`src/rtl/arb_req_pkg.sv`:
```
// Shared types and defaults for the arbiter requester agent.
//   arb_req_state_t : binary-encoded requester state
//   ARB_REQ_BURST_W : default width of the job length field
//   ARB_REQ_TIMEOUT : default grant wait limit in REQ cycles
package arb_req_pkg;

  typedef enum logic [1:0] {
    IDLE    = 2'd0,
    REQ     = 2'd1,
    XFER    = 2'd2,
    RELEASE = 2'd3
  } arb_req_state_t;

  localparam int unsigned ARB_REQ_BURST_W = 4;
  localparam int unsigned ARB_REQ_TIMEOUT = 16;

  // Wait counter must hold 0..TIMEOUT-1, and never drops below one bit.
  function automatic int unsigned wait_cnt_width(input int unsigned timeout);
    return (timeout > 1) ? $clog2(timeout) : 1;
  endfunction

endpackage

```
`src/rtl/arb_requester_if.sv`:
```
// Job / arbiter / beat signal bundle for one requester instance.
//   master : requester side (drives req, job_ready, beat and status outputs)
//   slave  : environment side (local job source plus arbiter grant)
interface arb_requester_if
  import arb_req_pkg::*;
#(
  parameter int unsigned BURST_W = ARB_REQ_BURST_W
);

  logic               job_valid;
  logic [BURST_W-1:0] job_len;
  logic               job_ready;
  logic               req;
  logic               gnt;
  logic               beat_valid;
  logic               beat_last;
  logic               done;
  logic               timeout_err;

  modport master (
    input  job_valid, job_len, gnt,
    output job_ready, req, beat_valid, beat_last, done, timeout_err
  );

  modport slave (
    output job_valid, job_len, gnt,
    input  job_ready, req, beat_valid, beat_last, done, timeout_err
  );

endinterface

```
`src/rtl/arb_requester.sv`:
```
// Client-side agent for a fixed-priority arbiter: takes a burst job, raises
// req, waits for gnt, issues one beat per granted cycle (pausing while gnt
// is low), then drops req for one RELEASE cycle. A request that sees no
// grant for TIMEOUT consecutive cycles is abandoned with a timeout_err pulse.
//
// Ports:
//   clk   : single clock, rising edge
//   rst_n : asynchronous active-low reset
//   bus   : arb_requester_if.master (job_valid/job_len/job_ready, req/gnt,
//           beat_valid/beat_last, done/timeout_err)
//
// state   | meaning
// --------+-----------------------------------------------------------
// IDLE    | ready for a job, req low, gnt ignored
// REQ     | req high, waiting for gnt, counting wait cycles
// XFER    | req high, one beat per cycle with gnt high, paused otherwise
// RELEASE | one cycle with req low; done or timeout_err pulses here
module arb_requester
  import arb_req_pkg::*;
#(
  parameter int unsigned BURST_W = ARB_REQ_BURST_W,
  parameter int unsigned TIMEOUT = ARB_REQ_TIMEOUT
) (
  input  logic           clk,
  input  logic           rst_n,
  arb_requester_if.master bus
);

  localparam int unsigned WAIT_W = wait_cnt_width(TIMEOUT);
  localparam logic [WAIT_W-1:0] WAIT_TC = WAIT_W'(TIMEOUT - 1);

  arb_req_state_t     state_q;
  logic [BURST_W-1:0] len_q;
  logic [BURST_W-1:0] beat_cnt_q;
  logic [WAIT_W-1:0]  wait_cnt_q;
  logic               req_q;
  logic               done_q;
  logic               timeout_err_q;

  always_ff @(posedge clk or negedge rst_n) begin
    if (!rst_n) begin
      state_q       <= IDLE;
      len_q         <= '0;
      beat_cnt_q    <= '0;
      wait_cnt_q    <= '0;
      req_q         <= 1'b0;
      done_q        <= 1'b0;
      timeout_err_q <= 1'b0;
    end else begin
      // Status pulses only ever last the single RELEASE cycle.
      done_q        <= 1'b0;
      timeout_err_q <= 1'b0;
      case (state_q)
        IDLE: begin
          if (bus.job_valid) begin
            len_q      <= bus.job_len;
            wait_cnt_q <= '0;
            req_q      <= 1'b1;
            state_q    <= REQ;
          end
        end
        REQ: begin
          // A grant arriving on the timeout edge still wins.
          if (bus.gnt) begin
            beat_cnt_q <= '0;
            state_q    <= XFER;
          end else if (wait_cnt_q == WAIT_TC) begin
            req_q         <= 1'b0;
            timeout_err_q <= 1'b1;
            state_q       <= RELEASE;
          end else begin
            wait_cnt_q <= wait_cnt_q + 1'b1;
          end
        end
        XFER: begin
          // Counter wraps on a max-length burst only after its last beat.
          if (bus.gnt) begin
            beat_cnt_q <= beat_cnt_q + 1'b1;
            if (beat_cnt_q == len_q) begin
              req_q   <= 1'b0;
              done_q  <= 1'b1;
              state_q <= RELEASE;
            end
          end
        end
        RELEASE: begin
          state_q <= IDLE;
        end
        default: begin
          state_q <= IDLE;
        end
      endcase
    end
  end

  // Beat strobes follow gnt combinationally; the consumer registers them.
  assign bus.job_ready   = (state_q == IDLE);
  assign bus.req         = req_q;
  assign bus.beat_valid  = (state_q == XFER) && bus.gnt;
  assign bus.beat_last   = bus.beat_valid && (beat_cnt_q == len_q);
  assign bus.done        = done_q;
  assign bus.timeout_err = timeout_err_q;

endmodule

```
`src/flat_wrapper.sv`:
```
// flat-port wrapper written by rule: the top's interface ports become plain ports
module arb_requester_flat import arb_req_pkg::*;
#(
  parameter int unsigned BURST_W = ARB_REQ_BURST_W,
  parameter int unsigned TIMEOUT = ARB_REQ_TIMEOUT
)
  (clk, rst_n, bus_job_valid, bus_job_len, bus_gnt, bus_job_ready, bus_req, bus_beat_valid, bus_beat_last, bus_done, bus_timeout_err);
  arb_requester_if #(.BURST_W(BURST_W)) bus_i ();
  input  logic clk;
  input  logic rst_n;
  input wire logic [$bits(bus_i.job_valid)-1:0] bus_job_valid;
  input wire logic [$bits(bus_i.job_len)-1:0] bus_job_len;
  input wire logic [$bits(bus_i.gnt)-1:0] bus_gnt;
  output wire logic [$bits(bus_i.job_ready)-1:0] bus_job_ready;
  output wire logic [$bits(bus_i.req)-1:0] bus_req;
  output wire logic [$bits(bus_i.beat_valid)-1:0] bus_beat_valid;
  output wire logic [$bits(bus_i.beat_last)-1:0] bus_beat_last;
  output wire logic [$bits(bus_i.done)-1:0] bus_done;
  output wire logic [$bits(bus_i.timeout_err)-1:0] bus_timeout_err;
  assign bus_i.job_valid = bus_job_valid;
  assign bus_i.job_len = bus_job_len;
  assign bus_i.gnt = bus_gnt;
  assign bus_job_ready = bus_i.job_ready;
  assign bus_req = bus_i.req;
  assign bus_beat_valid = bus_i.beat_valid;
  assign bus_beat_last = bus_i.beat_last;
  assign bus_done = bus_i.done;
  assign bus_timeout_err = bus_i.timeout_err;
  arb_requester #(.BURST_W(BURST_W), .TIMEOUT(TIMEOUT)) u_core (.clk(clk), .rst_n(rst_n), .bus(bus_i));
endmodule
```
`config.mk`:
```
export PLATFORM = sky130hd
export DESIGN_NAME = arb_requester_flat
export DESIGN_NICKNAME = d
export VERILOG_FILES = /design/src/rtl/arb_req_pkg.sv /design/src/rtl/arb_requester_if.sv /design/src/rtl/arb_requester.sv /design/src/flat_wrapper.sv
export SDC_FILE = /design/constraint.sdc
export NUM_CORES = 1
export LEC_CHECK = 0
export CAP_MARGIN = 20
export CORE_AREA = 2 2 55 46
export DETAILED_ROUTE_END_ITERATION = 12
export DIE_AREA = 0 0 57 48
export GPL_ROUTABILITY_DRIVEN = 0
export GPL_TIMING_DRIVEN = 0
export PLACE_DENSITY = 0.74
export SLEW_MARGIN = 20
export SYNTH_ARGS = -nofsm -noshare
export SYNTH_HDL_FRONTEND = slang
export SYNTH_SLANG_ARGS = --single-unit
```
`constraint.sdc`:
```
create_clock -name clk -period 2 [get_ports clk]
set_clock_uncertainty 0.1 [all_clocks]
set_input_delay 0.4 -clock clk [delete_from_list [all_inputs] [get_ports clk]]
set_output_delay 0.4 -clock clk [all_outputs]
set_load 0.02 [all_outputs]
```
### Word-level counts from Yosys, hierarchy flattened

Cells that the tools add are included.

* bits in registers: 17
* output and inout bits: 6
* logic and storage cells: 58

* $add $sub $neg: 2
* eq/ne operators: 13
* multiplexer cells: 25
* reductions and logical operators: 11

Operator list (count)
* $mux W4: 5
* $pmux W4 S2: 2
* $mux W1: 11
* $mux W2: 5
* $ne A2 B2 Y1 const B: 5
* $add A4 B1 Y4 const B: 2
* $pmux W2 S4: 1
* $reduce_and A4 Y1: 2
* $reduce_and A6 Y1: 1
* $eq A2 B2 Y1 const B: 2
* $eq A4 B4 Y1: 1
* $eq A4 B4 Y1 const B: 1
* $ne A2 B1 Y1 const B: 2
* $reduce_bool A2 Y1: 2
* $ne A3 B2 Y1 const B: 1
* $pmux W1 S3: 1
* $reduce_and A3 Y1: 1
* $reduce_bool A3 Y1: 1
* $eq A2 B1 Y1 const B: 1
* $logic_and A1 B1 Y1: 2
* $logic_not A2 Y1: 1
* $reduce_and A2 Y1: 1

### Depth between registers and ports, before layout

Gate-level depths: netlist (run 1).

* depth in word-level cells: 4
* depth in mapped cells: 7

### Worst setup path before layout (run 1)

No wires, ideal clock.

* path kind: register to output
* start point: reg u_core.state_q[0]
* end point: out bus_beat_last
* arrival: 1.388 ns
* data required time: 1.500 ns
* setup slack: 0.112 ns
* cell stages (with the launch flop): 5
* buffers on the path: 0
* path through: dfrtp_1 -> inv_1 -> ha_1 -> and2_0 -> and2_2

* longest elaborated chain between the ends: 3

Ends and longest elaborated chain
* start: declaration: RTL line arb_requester.sv:32 `arb_req_state_t state_q;`
* start signal: assignment: RTL line arb_requester.sv:42 `state_q <= IDLE;`
* start signal: assignment: RTL line arb_requester.sv:59 `state_q <= REQ;`
* start signal: assignment: RTL line arb_requester.sv:66 `state_q <= XFER;`
* $eq A2 B2 Y1: RTL line arb_requester.sv:99 `assign bus.beat_valid = (state_q == XFER) && bus.gnt;`
* $logic_and A1 B1 Y1: RTL line arb_requester.sv:99
* named net bus_beat_valid: RTL line flat_wrapper.sv:16 `output wire logic [$bits(bus_i.beat_valid)-1:0] bus_beat_valid;`
* $logic_and A1 B1 Y1: RTL line arb_requester.sv:100 `assign bus.beat_last = bus.beat_valid && (beat_cnt_q == len_q);`
* end: declaration: RTL line flat_wrapper.sv:17 `output wire logic [$bits(bus_i.beat_last)-1:0] bus_beat_last;`

The timed path passes the listed nets, and every way through them passes these cells.

### Final worst setup path (run 1)

* start point: reg u_core.beat_cnt_q[0]
* end point: out bus_beat_last

* longest elaborated chain between the ends: 2

Ends and longest elaborated chain
* start: declaration: RTL line arb_requester.sv:34 `logic [BURST_W-1:0] beat_cnt_q;`
* start signal: assignment: RTL line arb_requester.sv:78 `beat_cnt_q <= beat_cnt_q + 1'b1;`
* $eq A4 B4 Y1: RTL line arb_requester.sv:100
* $logic_and A1 B1 Y1: RTL line arb_requester.sv:100

No other way between the ends.

==> results.cfg, run 1 <==
[routing]
dr_total_vias = 789
drc = 0
firstDrtPassIters = 4
viasPerCell = 5.64
wl_um = 2010
routedWlPerCell_um = 14.4
ant_nets = 0
first_iter_violations = 14

[cts]
cts_buffer_depth = 2
cts_buffers = 3
cts-root-buf = clkbuf_4
tritoncts = built
clkSlewWorstSetupHoldPaths_ns = 0.09
clock_sinks = 17
cts_max_level = 1
insertion_delay_ns = 0.29

[synthesis]
syn_area_um2 = 985
synthCells = 95
synth-seq-cells = 17
avgSynthCellArea_um2 = 10.4
yosys_warnings = 0
ys_seq_area_frac = 0.432
ys_types = 32
synth_nets = 108

[flow_run]
maxCapViolCount = 0

[final_layout]
final_util = 0.565
nFillCells = 192
multi_input_area_um2 = 543
syn2layout_area_growth_pct = 22.9
design_area_um2 = 1210
diodes = 0
regArea_um2 = 427
drive_above_1_share = 0.235
nets = 129

[grt]
grt_max_degree = 18
grt_pass1_vias = 771
grt_pass1_wl_um = 3420
grt-ovfl-total = 0
grt_usage = 0.168
antenna_found_initial = 0

[timing]
tightest_slew_ns = 0.767
fin_crit_sh = 1.00
hold_violations = 0
grt_setup_unrepaired = true
setup_viol = 1
finalCriticalPeriod_ns = 2.00
fmax_mhz = 500
finalMaxSlewViolations = 0
setup_ws_ns = -0.000140
relSlewSlack = 0.487

[critical_path]
cp-end-kind = output pin
cp-start-kind = flip-flop
worstPathRequired_ns = 1.50
arrival_ns = 1.50
setup.worst_path.class = flip-flop to output pin
worstPathMaxFanout = 4

[power_and_ir_drop]
powerDensity_nw_per_um2 = 1460
ir_worst_vdd_v = 0.000895
leakage_nw = 0.549

[floorplan]
die_area_um2 = 2740
rows = 15
dieHeight_um = 48
die_x_um = 57
start_util = 0.460
io_pins = 14
coreArea_um2 = 2140

[placement]
io_buffers = 13
dp_hpwl_um = 1450
dp_slack_ns = -0.603
placed_area_um2 = 1150

[status]
violations = negative setup slack
status = complete, but fails checks

[hold_path]
min_path_type = flip-flop to flip-flop
[per-stage QoR]
step | cells | hold WS (ns) | setup TNS [ns] | total power [mW]
finish | 140 | 0.426 | -0.000140 | 1.77
global route | 140 | 0.476 | -0.0921 | 1.90
CTS | 138 | 0.423 | -0.0357 | 1.74
global placement | 133 | 0.411 | -1.10 | 1.47
floorplan | 95 | 0.00441 | 0 | 1.28
detailed placement | 133 | 0.410 | -1.09 | 1.52
[critical path, stage by stage, from the launching register on]
cell and delay (ns):
dfrtp_1 0.44, xor2_1 0.20, nor4_4 0.26, and2_2 0.17
buf_4 0.13
[flip-flops by register name, summed over array words and instances, names as in the netlist]
register,flops
u_core.bus.done,1
u_core.wait_cnt_q,4
u_core.bus.req,1
u_core.bus.timeout_err,1
u_core.len_q,4
u_core.state_q,2
u_core.beat_cnt_q,4
[path summary, 6_finish.rpt]
kind                                      start                   end  slack [ns]  cells after the start
max                        u_core.beat_cnt_q[0]         bus_beat_last     -0.0001                      4
min in group asynchronous                 rst_n       u_core.len_q[0]        0.45                      1
max in group asynchronous                 rst_n  u_core.beat_cnt_q[1]        0.82                      1
min                        u_core.wait_cnt_q[0]  u_core.wait_cnt_q[0]        0.43                      1
max reg2reg                   u_core.state_q[1]     u_core.state_q[0]        0.14                      7
min reg2reg                u_core.wait_cnt_q[0]  u_core.wait_cnt_q[0]        0.43                      1
[synth_stat cells]
cell	number	area, µm²
nor4_4	1	21.3
a31oi_1	1	6.26
o211ai_1	1	7.51
nor2_1	2	7.51
nand2_1	5	18.8
a22o_1	3	26.3
mux2i_1	2	20.0
buf_6	1	11.3
nor3_1	1	5.00
dfrtp_1	17	425
inv_1	4	15.0
a211oi_1	2	15.0
a21o_1	1	7.51
a311oi_1	1	8.76
nand2b_1	3	18.8
a21boi_1	1	7.51
mux2_2	5	56.3
and3_1	1	6.26
and2b_1	1	7.51
xor2_1	4	35.0
buf_2	2	10.0
nand3_1	6	30.0
a21o_2	1	8.76
a21oi_1	4	20.0
and2_0	1	6.26
a21bo_2	1	10.0
o2bb2ai_1	1	8.76
a211oi_2	1	12.5
and2_2	2	15.0
nor2b_1	3	18.8
o21ai_0	11	55.1
ha_1	5	62.6
[cell usage in the layout, fill, tap and decap left out, types with 2 or more instances in the layout]
cell	count
a211oi_2	2
a21oi_1	4
a22o_1	3
and2_2	2
buf_2	2
buf_4	5
clkbuf_4	3
clkdlybuf4s50_1	10
dfrtp_1	16
ha_1	4
inv_1	3
mux2_2	5
mux2i_1	2
nand2_1	5
nand2b_1	3
nand3_1	6
nor2_1	2
nor2b_1	3
o21ai_0	11
xor2_1	4
[area by class of cell]
| class | instances | area share |
|---|---|---|
| multi-input cells | 71 | 0.449 |
| flip-flops and latches | 17 | 0.353 |
| repair buffers | 16 | 0.119 |
| well taps | 25 | 0.0259 |
| clock buffers | 4 | 0.0217 |
| plain buffers | 3 | 0.0196 |
| inverters | 4 | 0.0124 |
[metal layers]
| layer | GRT usage | part of all wire | vias up |
|---|---|---|---|
| met5 | 0 | 0 | - |
| met3 | 0.0486 | 0.042 | 4 |
| met2 | 0.292 | 0.48 | 12 |
| met1 | 0.201 | 0.47 | 387 |
| li1 | - | - | 386 |
| met4 | 0.0744 | 0.012 | 0 |
[report_power, final]
group	internal (mW)	switching [mW]	leakage, nW
clock network	0.0777	0.108	0.0150
registers	0.483	0.137	0.215
logic	0.468	0.493	0.320
total	1.03	0.739	0.549
[repair_timing]
| item | CTS | global route |
|---|---|---|
| endpoints found under the setup margin | 3 | 3 |
| setup buffers | 1 | 2 |
| hold buffers | 0 | 0 |
| pin swaps | 1 | 1 |
| resized for setup | 16 | 2 |
[cells by family after synthesis]
| kind of cell | after synthesis | share of synthesized area |
|---|---|---|
| compound gates | 29 | 0.197 |
| simple gates | 26 | 0.158 |
| flops | 17 | 0.432 |
| buf+inv | 7 | 0.0368 |
| mux | 7 | 0.0775 |
| fa+ha+maj | 5 | 0.0635 |
| xor+xnor | 4 | 0.0356 |
No activity file was read; power rests on OpenSTA's default activity.
==> inputs of run 2 (changes only) <==
--- a/config.mk
+++ b/config.mk
@@ -5,7 +5,6 @@
 export SDC_FILE = /design/constraint.sdc
 export NUM_CORES = 1
 export LEC_CHECK = 0
-export CAP_MARGIN = 20
 export CORE_AREA = 2 2 55 46
 export DETAILED_ROUTE_END_ITERATION = 12
 export DIE_AREA = 0 0 57 48
==> results of run 2 <==
Same layout as run 1: the final DEF is identical, and so are final timing and power.
==> inputs of run 3 (changes only) <==
--- a/config.mk
+++ b/config.mk
@@ -11,7 +11,7 @@
 export GPL_ROUTABILITY_DRIVEN = 0
 export GPL_TIMING_DRIVEN = 0
 export PLACE_DENSITY = 0.74
-export SLEW_MARGIN = 20
+export SLEW_MARGIN = 10
 export SYNTH_ARGS = -nofsm -noshare
 export SYNTH_HDL_FRONTEND = slang
 export SYNTH_SLANG_ARGS = --single-unit
==> constraint.sdc (replaced) <==
create_clock -name clk -period 2 [get_ports clk]
set_clock_uncertainty 0.1 [all_clocks]
set_input_delay 0.4 -clock clk [delete_from_list [all_inputs] [get_ports clk]]
set_output_delay 0.4 -clock clk [all_outputs]
set_load 0.05 [all_outputs]
==> results.cfg, run 3 (synthesized netlist as in run 1, its figures left out) <==
[status]
status = complete, but fails checks
violations = negative setup slack

[cts]
clock_sinks = 17
clkSlewWorstSetupHoldPaths_ns = 0.10
cts_max_level = 1
hold_buffers = 0
cts_buffer_depth = 2
cts_buffers = 3
tritoncts = built
insertion_delay_ns = 0.29
cts-root-buf = clkbuf_4

[critical_path]
worstPathRequired_ns = 1.50
worstPathMaxFanout = 4
cp-end-kind = output pin
cp-start-kind = flip-flop
arrival_ns = 1.53
r2r_start = u_core.state_q[1]
setup.worst_path.class = flip-flop to output pin
cp-startpoint = u_core.beat_cnt_q[1]

[grt]
grt-ovfl-total = 0
grt_usage = 0.157
grt_max_degree = 18
antenna_found_initial = 0
grt_pass1_wl_um = 3190
grt_pass1_vias = 702

[final_layout]
layout_common_cells = dfrtp_1 (15), o21ai_0 (11), clkdlybuf4s50_1 (9), nand3_1 (6)
nFillCells = 195
multi_input_area_um2 = 553
syn2layout_area_growth_pct = 25.2
drive_above_1_share = 0.254
final_util = 0.576
regArea_um2 = 428
nets = 128
final_common_cell = dfrtp_1
diodes = 0
reg.largest.list = u_core.beat_cnt_q: 4 flops, u_core.len_q: 4 flops, u_core.wait_cnt_q: 4 flops
design_area_um2 = 1230

[routing]
wl_um = 1980
drc = 0
dr_total_vias = 780
routedWlPerCell_um = 14.3
ant_nets = 0
viasPerCell = 5.61
firstDrtPassIters = 4
first_iter_violations = 15

[placement]
io_buffers = 13
dp_slack_ns = -0.727
placed_area_um2 = 1150
dp_hpwl_um = 1380

[floorplan]
die_area_um2 = 2740
io_pins = 14
rows = 15
die_x_um = 57
start_util = 0.460
coreArea_um2 = 2140
dieHeight_um = 48

[timing]
fin_crit_sh = 1.02
tightest_slew_ns = 0.805
fin_hold_ws_ns = 0.435
finalCriticalPeriod_ns = 2.03
grt_setup_unrepaired = true
finalMaxSlewViolations = 0
fmax_mhz = 492
setup_viol = 1
hold_violations = 0
setup_ws_ns = -0.0309
relSlewSlack = 0.462

[flow_run]
maxCapViolCount = 0

[hold_path]
min_path_type = flip-flop to flip-flop
hold_start = u_core.wait_cnt_q[0]

[power_and_ir_drop]
total_power_mw = 1.84
leakage_nw = 0.554
powerDensity_nw_per_um2 = 1490
ir_worst_vdd_v = 0.00103
==> run 3: cell types whose count changed in the layout (fill, tap and decap cells not counted) <==
cell,change
a211oi_1,+1
a211oi_2,-1
buf_2,-1
buf_4,-2
buf_6,+1
buf_8,+1
clkdlybuf4s15_2,+1
clkdlybuf4s50_1,-1
dfrtp_1,-1
dfrtp_2,+1
dlygate4sd2_1,-1
dlymetal6s2s_1,+1
xor2_1,-2
xor2_2,+2
==> run 3: critical path, cell delays in order, from the launching register on <==
cell and delay, ns:
dfrtp_2 0.46, xor2_2 0.17, nor4_4 0.29, and2_4 0.19, buf_8 0.14
==> run 3: timing repair <==
item                       CTS  global route
gates resized for setup     21             7
pin swaps                    1             4
setup buffers                2             0
setup endpoints to repair    3             3
==> run 3: stage by stage <==
stage	std cells	TNS, ns
detailed placement	133	-1.33
global route	139	-0.121
global placement	133	-1.33
CTS	139	-0.0530
floorplan	95	0
finish	139	-0.0309
==> run 3: area by class of cell <==
type / instances / area share
plain buffers: 3 / 0.0223
clock buffers: 4 / 0.0213
well taps: 25 / 0.0254
flip-flops and latches: 17 / 0.347
multi-input cells: 71 / 0.449
repair buffers: 15 / 0.123
inverters: 4 / 0.0122
==> run 3: worst paths after layout <==
path | endpoint | slack, ns | cells after the start
max in group asynchronous | u_core.beat_cnt_q[1] | 0.79 | 1
worst max register to register | u_core.state_q[0] | 0.10 | 7
min in group asynchronous | u_core.beat_cnt_q[0] | 0.46 | 1
worst min-delay path | u_core.wait_cnt_q[0] | 0.44 | 1
worst max-delay path | bus_beat_last | -0.03 | 4
worst min register to register | u_core.wait_cnt_q[0] | 0.44 | 1
==> run 3: report_power, final <==
part	internal (mW)	switching, mW	total [mW]
Combinational	0.474	0.552	1.03
Clock	0.0777	0.108	0.185
Sequential	0.485	0.145	0.630
==> run 3: routing by layer <==
metal	global-route usage	routed length (µm)	vias up
li1	-	-	382
met1	0.203	963	373
met2	0.255	899	21
met3	0.0405	78	4
met4	0.0698	39	0
met5	0	0	-
